==> src/rtl/goodie_collector.sv <==
// Goodie collector: AABB hit test on frame_tick, collection pulses, saturating score, hide timer.
// Latency: overlap tick -> collect_pulse/goodie_init 1 cycle; score updates on the cycle after the pulse.
// No backpressure; optional combo bonus compiled in with `define GOODIE_COMBO_EN.
module goodie_collector #(
  parameter int PLAYER_W    = 40,
  parameter int PLAYER_H    = 30,
  parameter int GOODIE_W    = 20,
  parameter int GOODIE_H    = 20,
  parameter int SCREEN_W    = 1280,
  parameter int SCREEN_H    = 1024,
  parameter int HOLD_FRAMES = 30,
  parameter int SCORE_MAX   = 255
) (
  input  logic        clk,
  input  logic        initialize,
  input  logic        frame_tick,
  input  logic [10:0] player_x,
  input  logic [9:0]  player_y,
  input  logic [10:0] goodie_x,
  input  logic [9:0]  goodie_y,
  output logic        goodie_init,
  output logic        collect_pulse,
  output logic [7:0]  score,
  output logic        goodie_visible
);

  typedef enum logic [1:0] {
    TRACK  = 2'd0,
    HIT    = 2'd1,
    HIDDEN = 2'd2
  } state_t;

  localparam int HC_W = (HOLD_FRAMES > 0) ? $clog2(HOLD_FRAMES + 1) : 1;

  localparam logic [11:0] PW        = 12'(PLAYER_W);
  localparam logic [11:0] PH        = 12'(PLAYER_H);
  localparam logic [11:0] GW        = 12'(GOODIE_W);
  localparam logic [11:0] GH        = 12'(GOODIE_H);
  localparam logic [11:0] SW        = 12'(SCREEN_W);
  localparam logic [11:0] SH        = 12'(SCREEN_H);
  localparam logic [8:0]  SCORE_LIM = 9'(SCORE_MAX);
  localparam logic [7:0]  SCORE_CAP = 8'(SCORE_MAX);

  state_t          state;
  state_t          state_nxt;
  logic [HC_W-1:0] hide_cnt;
  logic [11:0]     px, py, gx, gy;
  logic            overlap;
  logic [1:0]      inc;
  logic [8:0]      score_sum;
  logic [7:0]      score_sat;

  // 12-bit operands so no sum can wrap; off-screen goodie coordinates never collide.
  assign px = {1'b0, player_x};
  assign py = {2'b00, player_y};
  assign gx = {1'b0, goodie_x};
  assign gy = {2'b00, goodie_y};

  assign overlap = (px < gx + GW) && (gx < px + PW) &&
                   (py < gy + GH) && (gy < py + PH) &&
                   (gx < SW) && (gy < SH);

`ifdef GOODIE_COMBO_EN
  logic [7:0] combo_cnt;

  always_ff @(posedge clk) begin
    if (initialize) begin
      combo_cnt <= 8'd0;
    end else if (state == HIT) begin
      combo_cnt <= 8'd120;
    end else if (frame_tick && (combo_cnt != 8'd0)) begin
      combo_cnt <= combo_cnt - 8'd1;
    end
  end

  assign inc = (combo_cnt != 8'd0) ? 2'd2 : 2'd1;
`else
  assign inc = 2'd1;
`endif

  assign score_sum = {1'b0, score} + {7'd0, inc};
  assign score_sat = (score_sum > SCORE_LIM) ? SCORE_CAP : score_sum[7:0];

  always_ff @(posedge clk) begin
    if (initialize) begin
      state <= TRACK;
    end else begin
      state <= state_nxt;
    end
  end

  always_comb begin
    state_nxt = state;
    case (state)
      TRACK:   if (frame_tick && overlap) state_nxt = HIT;
      HIT:     state_nxt = (HOLD_FRAMES == 0) ? TRACK : HIDDEN;
      HIDDEN:  if (frame_tick && (hide_cnt <= HC_W'(1))) state_nxt = TRACK;
      default: state_nxt = TRACK;
    endcase
  end

  always_comb begin
    collect_pulse  = (state == HIT);
    goodie_init    = (state == HIT);
    goodie_visible = (state == TRACK);
  end

  always_ff @(posedge clk) begin
    if (initialize) begin
      score    <= 8'd0;
      hide_cnt <= '0;
    end else if (state == HIT) begin
      score    <= score_sat;
      hide_cnt <= HC_W'(HOLD_FRAMES);
    end else if ((state == HIDDEN) && frame_tick && (hide_cnt != '0)) begin
      hide_cnt <= hide_cnt - HC_W'(1);
    end
  end

endmodule

==> config.mk <==
export PLATFORM = sky130hd
export DESIGN_NAME = goodie_collector
export DESIGN_NICKNAME = d
export VERILOG_FILES = /design/src/rtl/goodie_collector.sv
export SDC_FILE = /design/constraint.sdc
export NUM_CORES = 1
export LEC_CHECK = 0
export ABC_AREA = 1
export BUFFER_PORTS_ARGS = -buffer_cell sky130_fd_sc_hd__buf_4
export CAP_MARGIN = 20
export CORE_MARGIN = 2
export CORE_UTILIZATION = 45
export CTS_CLUSTER_SIZE = 25
export DETAILED_ROUTE_END_ITERATION = 16
export GPL_TIMING_DRIVEN = 0
export PLACE_DENSITY = 0.75
export SYNTH_ARGS = -nofsm -noshare
export SYNTH_HDL_FRONTEND = slang
export SYNTH_SLANG_ARGS = --single-unit
==> constraint.sdc <==
create_clock -name clk -period 2.73 [get_ports clk]
set_input_delay 0 -clock clk [delete_from_list [all_inputs] [get_ports clk]]
set_output_delay 0 -clock clk [all_outputs]
set_load 0.02 [all_outputs]
### Yosys cells after proc, flatten, opt, wreduce, memory -nomap -nowiden

Index checks and enable logic that the tools add are counted.
W data, S select, Z words.

* equal/unequal tests: 4
* add/sub/neg operators: 6
* reduce and logical (&&, ||, !) cells: 14
* order comparisons: 8
* mux-type cells: 6

Operator list (number)
* $lt A11 B12 Y1: 2
* $add A10 B5 Y11 const B: 2
* $lt A10 B11 Y1: 2
* $add A11 B5 Y12 const B: 1
* $add A11 B6 Y12 const B: 1
* $lt A10 B11 Y1 const B: 1
* $lt A11 B11 Y1 const B: 1
* $mux W5: 2
* $add A8 B1 Y9 const B: 1
* $gt A9 B8 Y1 const B: 1
* $logic_and A1 B1 Y1: 9
* $mux W8: 1
* $pmux W2 S3: 1
* $le A5 B1 Y1 const B: 1
* $reduce_bool A5 Y1: 1
* $sub A5 B1 Y5 const B: 1
* $mux W2: 2
* $eq A2 B1 Y1 const B: 1
* $eq A2 B2 Y1 const B: 1
* $logic_not A2 Y1: 1
* $ne A2 B1 Y1 const B: 1
* $ne A2 B2 Y1 const B: 1
* $reduce_and A2 Y1: 1
* $reduce_bool A2 Y1: 1
* $reduce_or A2 Y1: 1

* register bits after elaboration: 15
* word-level logic and storage cells: 42
* output and inout port bits: 11
* input port bits: 45

### Logic depth before layout (Yosys ltp)

* word-level depth: 10
* depth in mapped cells: 14
* depth with buffers taken out: 14

### Worst setup path before layout

OpenSTA, ideal clock, no wires.

* kind: flip-flop to flip-flop
* start: register score[1]
* end: register score[1]
* library setup time: 57 ps
* path slack: 1268 ps
* cell stages (with the launch flop): 10
* data required time: 2673 ps
* period minus slack after synthesis: 1462 ps
* data arrival time: 1405 ps
* buffers on the path: 0
* cells stage by stage: dfxtp_1 -> ha_1 -> nand3_1 -> inv_2 -> nand4_1 -> nor2_2 -> nor2_4 -> nand2_1 -> o211ai_1 -> inv_2

* cells in the longest elaborated chain, start to end: 3

RTL lines
* start, declared: line 23 `output logic [7:0] score,`
* start signal, assigned: line 113 `score <= score_sat;`
* $add A8 B1 Y9 *: line 81 `assign score_sum = {1'b0, score} + {7'd0, inc};`
* $gt A9 B8 Y1: line 82 `assign score_sat = (score_sum > SCORE_LIM) ? SCORE_CAP : score_sum[7:0];`
* $mux W8 *: line 82

Mark *: on every way between the ends. The rest lies on a longest branch, timed or not.
A chain may end at the register's enable or synchronous reset.

### Worst setup path after layout

* start: input player_x[3]
* end: register state[0]

* cells in the longest elaborated chain, start to end: 10
* elaborated cells between the ends (all ways): 11
* classes of those cells: 1 x add/sub; 2 x order compare; 1 x eq/ne; 7 x reduce/logical

RTL lines
* start, declared: line 17 `input logic [10:0] player_x,`
* $add A11 B6 Y12: line 59 `assign overlap = (px < gx + GW) && (gx < px + PW) &&`
* $lt A11 B12 Y1: line 59
* $logic_and A1 B1 Y1 * (2 in a row): line 59
* $logic_and A1 B1 Y1 * (2 in a row): line 60 `(py < gy + GH) && (gy < py + PH) &&`
* $logic_and A1 B1 Y1 *: line 61 `(gx < SW) && (gy < SH);`
* $logic_and A1 B1 Y1 *: line 95 `TRACK: if (frame_tick && overlap) state_nxt = HIT;`
* $ne A2 B1 Y1 (no source line) *
* $reduce_and A2 Y1 (no source line) *
* end signal, assigned: line 88 `state <= state_nxt;`
* end, declared: line 44 `state_t state;`

Marks and branches as above.

==> run_results.csv <==
group,metric,value,unit
status,status,"completed",
global_route,grt_use_total,17.6,%
route,num_vias,2276,
timing,max_freq,657,MHz
layout,antenna_cells,0,
logic_synthesis,synthMuxAreaShare,0,%
global_route,grt_pass1_vias,2026,
layout,drive_gt1_share,23.0,%
timing,worstMarginPinSlew,0.277,ns
job,cap_violations,0,
pwr,p_leak,1.52,nW
global_route,grt_antenna_before_repair,0,
global_route,grt_max_degree,10,
route,routed_wirelength,4.80,mm
setup_path,required,2.92,ns
clock_tree,clock-sinks,15,
clock_tree,cts_tree,"built",
timing,finalClockSkew,0.00359,ns
timing,fin_crit,1.52,ns
min_path,min_path_type,"input port to flop",
route,ant_nets,0,
clock_tree,cts_root_buf,"clkbuf_8",
route,drc,0,
pwr,power,0.771,mW
logic_synthesis,async_reset_ff_share,0,%
place,gp_congestion,0.828,
timing,totalNegativeSetupSlack,0,ns
logic_synthesis,synth_fp_nets,426,
pwr,power_density,270,nW/um^2
layout,nFillCells,507,
place,post-place-ws,0.963,ns
floorplanning,io_pins,56,
logic_synthesis,synth_most_common_cell,"nand2_1",
clock_tree,clkTransAtPathRegs,0.06,ns
logic_synthesis,synth.cell_area,2300,sq um
route,avgRoutedWirePerCell,10.3,um
logic_synthesis,synth_edf_count,0,
floorplanning,core,5010,sq um
timing,rsz0062_at_grt,"false",
layout,syn2layout_area_growth,24.2,%
logic_synthesis,synth_seq_cells,15,
clock_tree,cts_hold_buf,1,
route,via_per_inst,4.89,
setup_path,rrSetupSlack,1.28,ns
setup_path,cp-end-kind,"flop",
setup_path,r2r.worst_path.cells,9,
logic_synthesis,yosys.area.top_type,"ha_1",
clock_tree,numCtsBuffers,3,
setup_path,arrival,1.72,ns
logic_synthesis,ys_types,33,
clock_tree,clockBufferDepth,2,
timing,hold-worst-slack,0.189,ns
floorplanning,die_w,75.5,um
logic_synthesis,yosys.area_share.adder,25.1,%
floorplanning,rows,26,
setup_path,path_max_fanout,4,
floorplanning,die_area,5690,sq um
place,portBuffers,55,
global_route,grt_pass1_wl,8.07,mm
logic_synthesis,synth_top_family_by_area,"simple AND/OR/NAND/NOR gates",
clock_tree,post_cts_resized,0,
layout,finalNetCount,487,
clock_tree,clk_latency,0.25,ns
timing,setup_viol,0,
setup_path,rr_endpoint,"score[1]$_SDFFE_PP0P_",
timing,fin_crit_sh,55.8,%
logic_synthesis,avgSynthCellArea,6.86,sq um
logic_synthesis,ys.flop_type,"dfxtp_1",
place,hpwl,4.15,mm
setup_path,start_kind,"input port",
route,drt-initial-drc-count,119,
logic_synthesis,yosysSeqAreaShare,13.1,%
clock_tree,post_cts_buffers,0,
logic_synthesis,synth.cells.most_frequent,"nand2_1, ha_1, inv_1, a21oi_1, xor2_1",
logic_synthesis,synth_compound_area_share,13.0,%
timing,hold_viol_final,0,
layout,fin_util,57.0,%
setup_path,timing.rr.start,"score[1]$_SDFFE_PP0P_",
route,dr.pass1.iters,4,
logic_synthesis,yosys_warnings,0,
setup_path,startpoint,"player_x[3]",
floorplanning,initial_core_util,45.9,%
logic_synthesis,netlist.area_leader.share,25.1,%
timing,setup_ws,1.21,ns
logic_synthesis,syn_inst,335,
pwr,ir_drop,0.174,mV
timing,finalMaxSlewViolations,0,
global_route,overflow,0,
logic_synthesis,synth-simple-area-share,28.8,%
setup_path,cp-endpoint,"state[0]$_SDFFE_PP0P_",
timing,relSlewSlack,81.3,%
min_path,holdPathStages,6,
floorplanning,fp.dieH,75.5,um
logic_synthesis,synth_area_leaders,"ha_1, dfxtp_1, nand2_1",
logic_synthesis,synth_xor_area_share,11.8,%
setup_path,path_class,"input port to flop",
clock_tree,h-tree-depth,1,
-- state kept, by name, indices dropped and copies added (netlist names) --
name and count:
state 2, hide_cnt 5, score 8
-- routing by layer --
metal | global-route usage, % | routed length (um)
met2 | 32.7 | 2280
met1 | 21.5 | 2250
met3 | 2.65 | 220
met4 | 3.31 | 51
met5 | 0 | 0
-- cell families (layout without fill, tap and decap cells) --
kind of cell               Yosys count  count (layout)
DFF                                 15              15
AOI/OAI and AO/OA                   53              53
and+or+nand+nor                    140             140
adders and majority gates           46              46
buffers and inverters               50             110
xor gates and xnor gates            31              31
-- through the flow --
step	cell area (sq um)	std cells
after CTS	2850	465
after global routing	2850	465
after floorplan	2300	335
final	2850	465
after global placement	2800	460
after detailed placement	2800	460
-- how the worst min path moves through the flow --
| stage | slack, ns | from | endpoint |
|---|---|---|---|
| finish | 0.19 | frame_tick | hide_cnt[4]$_SDFFE_PP0P_ |
| global route | 0.22 | frame_tick | hide_cnt[4]$_SDFFE_PP0P_ |
| CTS | 0.19 | frame_tick | hide_cnt[4]$_SDFFE_PP0P_ |
| detailed placement | 0.24 | initialize | hide_cnt[4]$_SDFFE_PP0P_ |
| global placement | 0.23 | initialize | hide_cnt[2]$_SDFFE_PP0P_ |
| floorplan | 0.07 | initialize | hide_cnt[4]$_SDFFE_PP0P_ |
-- power breakdown --
group	leakage, nW	total [mW]	internal [mW]	switching (mW)
logic	1.37	0.358	0.167	0.191
registers	0.121	0.232	0.225	0.00652
clock network	0.0255	0.181	0.101	0.0802
-- critical path, cell delays in order --
cell and delay (ns):
buf_4 0.13, ha_1 0.22, nor2_1 0.14, nor2_2 0.07, nand3_1 0.08, xor2_1 0.16
ha_1 0.26, a21oi_1 0.15, nand3b_1 0.13, nand3_1 0.09, a21oi_2 0.13, nand2_1 0.08
nor2_2 0.07
-- cell type report --
type	instances	area (sq um)	area share, %
Clock buffer	3	41.3	1.45
Sequential cell	15	300	10.5
Inverter	49	184	6.44
Tap cell	70	87.6	3.07
Clock inverter	1	5.00	0.175
Buffer	1	7.51	0.263
Multi-Input combinational cell	270	1810	63.3
Timing Repair Buffer	56	423	14.8
-- layout by cell type (no fill, tap or decap), types with 3 or more instances in the layout --
| cell type | Yosys | routed |
|---|---|---|
| nand2_1 | 69 | 69 |
| buf_4 | 1 | 56 |
| ha_1 | 46 | 46 |
| inv_1 | 37 | 37 |
| xor2_1 | 25 | 25 |
| a21oi_1 | 25 | 25 |
| nor2_1 | 23 | 23 |
| nand3_1 | 18 | 18 |
| dfxtp_1 | 15 | 15 |
| inv_2 | 11 | 11 |
| o21ai_0 | 11 | 11 |
| nor2_2 | 7 | 7 |
| xnor2_1 | 6 | 6 |
| nand3b_1 | 6 | 6 |
| o21ai_1 | 5 | 5 |
| nand2_2 | 4 | 4 |
| a21o_1 | 4 | 4 |
| nor2_4 | 3 | 3 |
| nand4_1 | 3 | 3 |
| clkbuf_8 | 0 | 3 |
No activity file was read; power rests on OpenSTA's default activity.
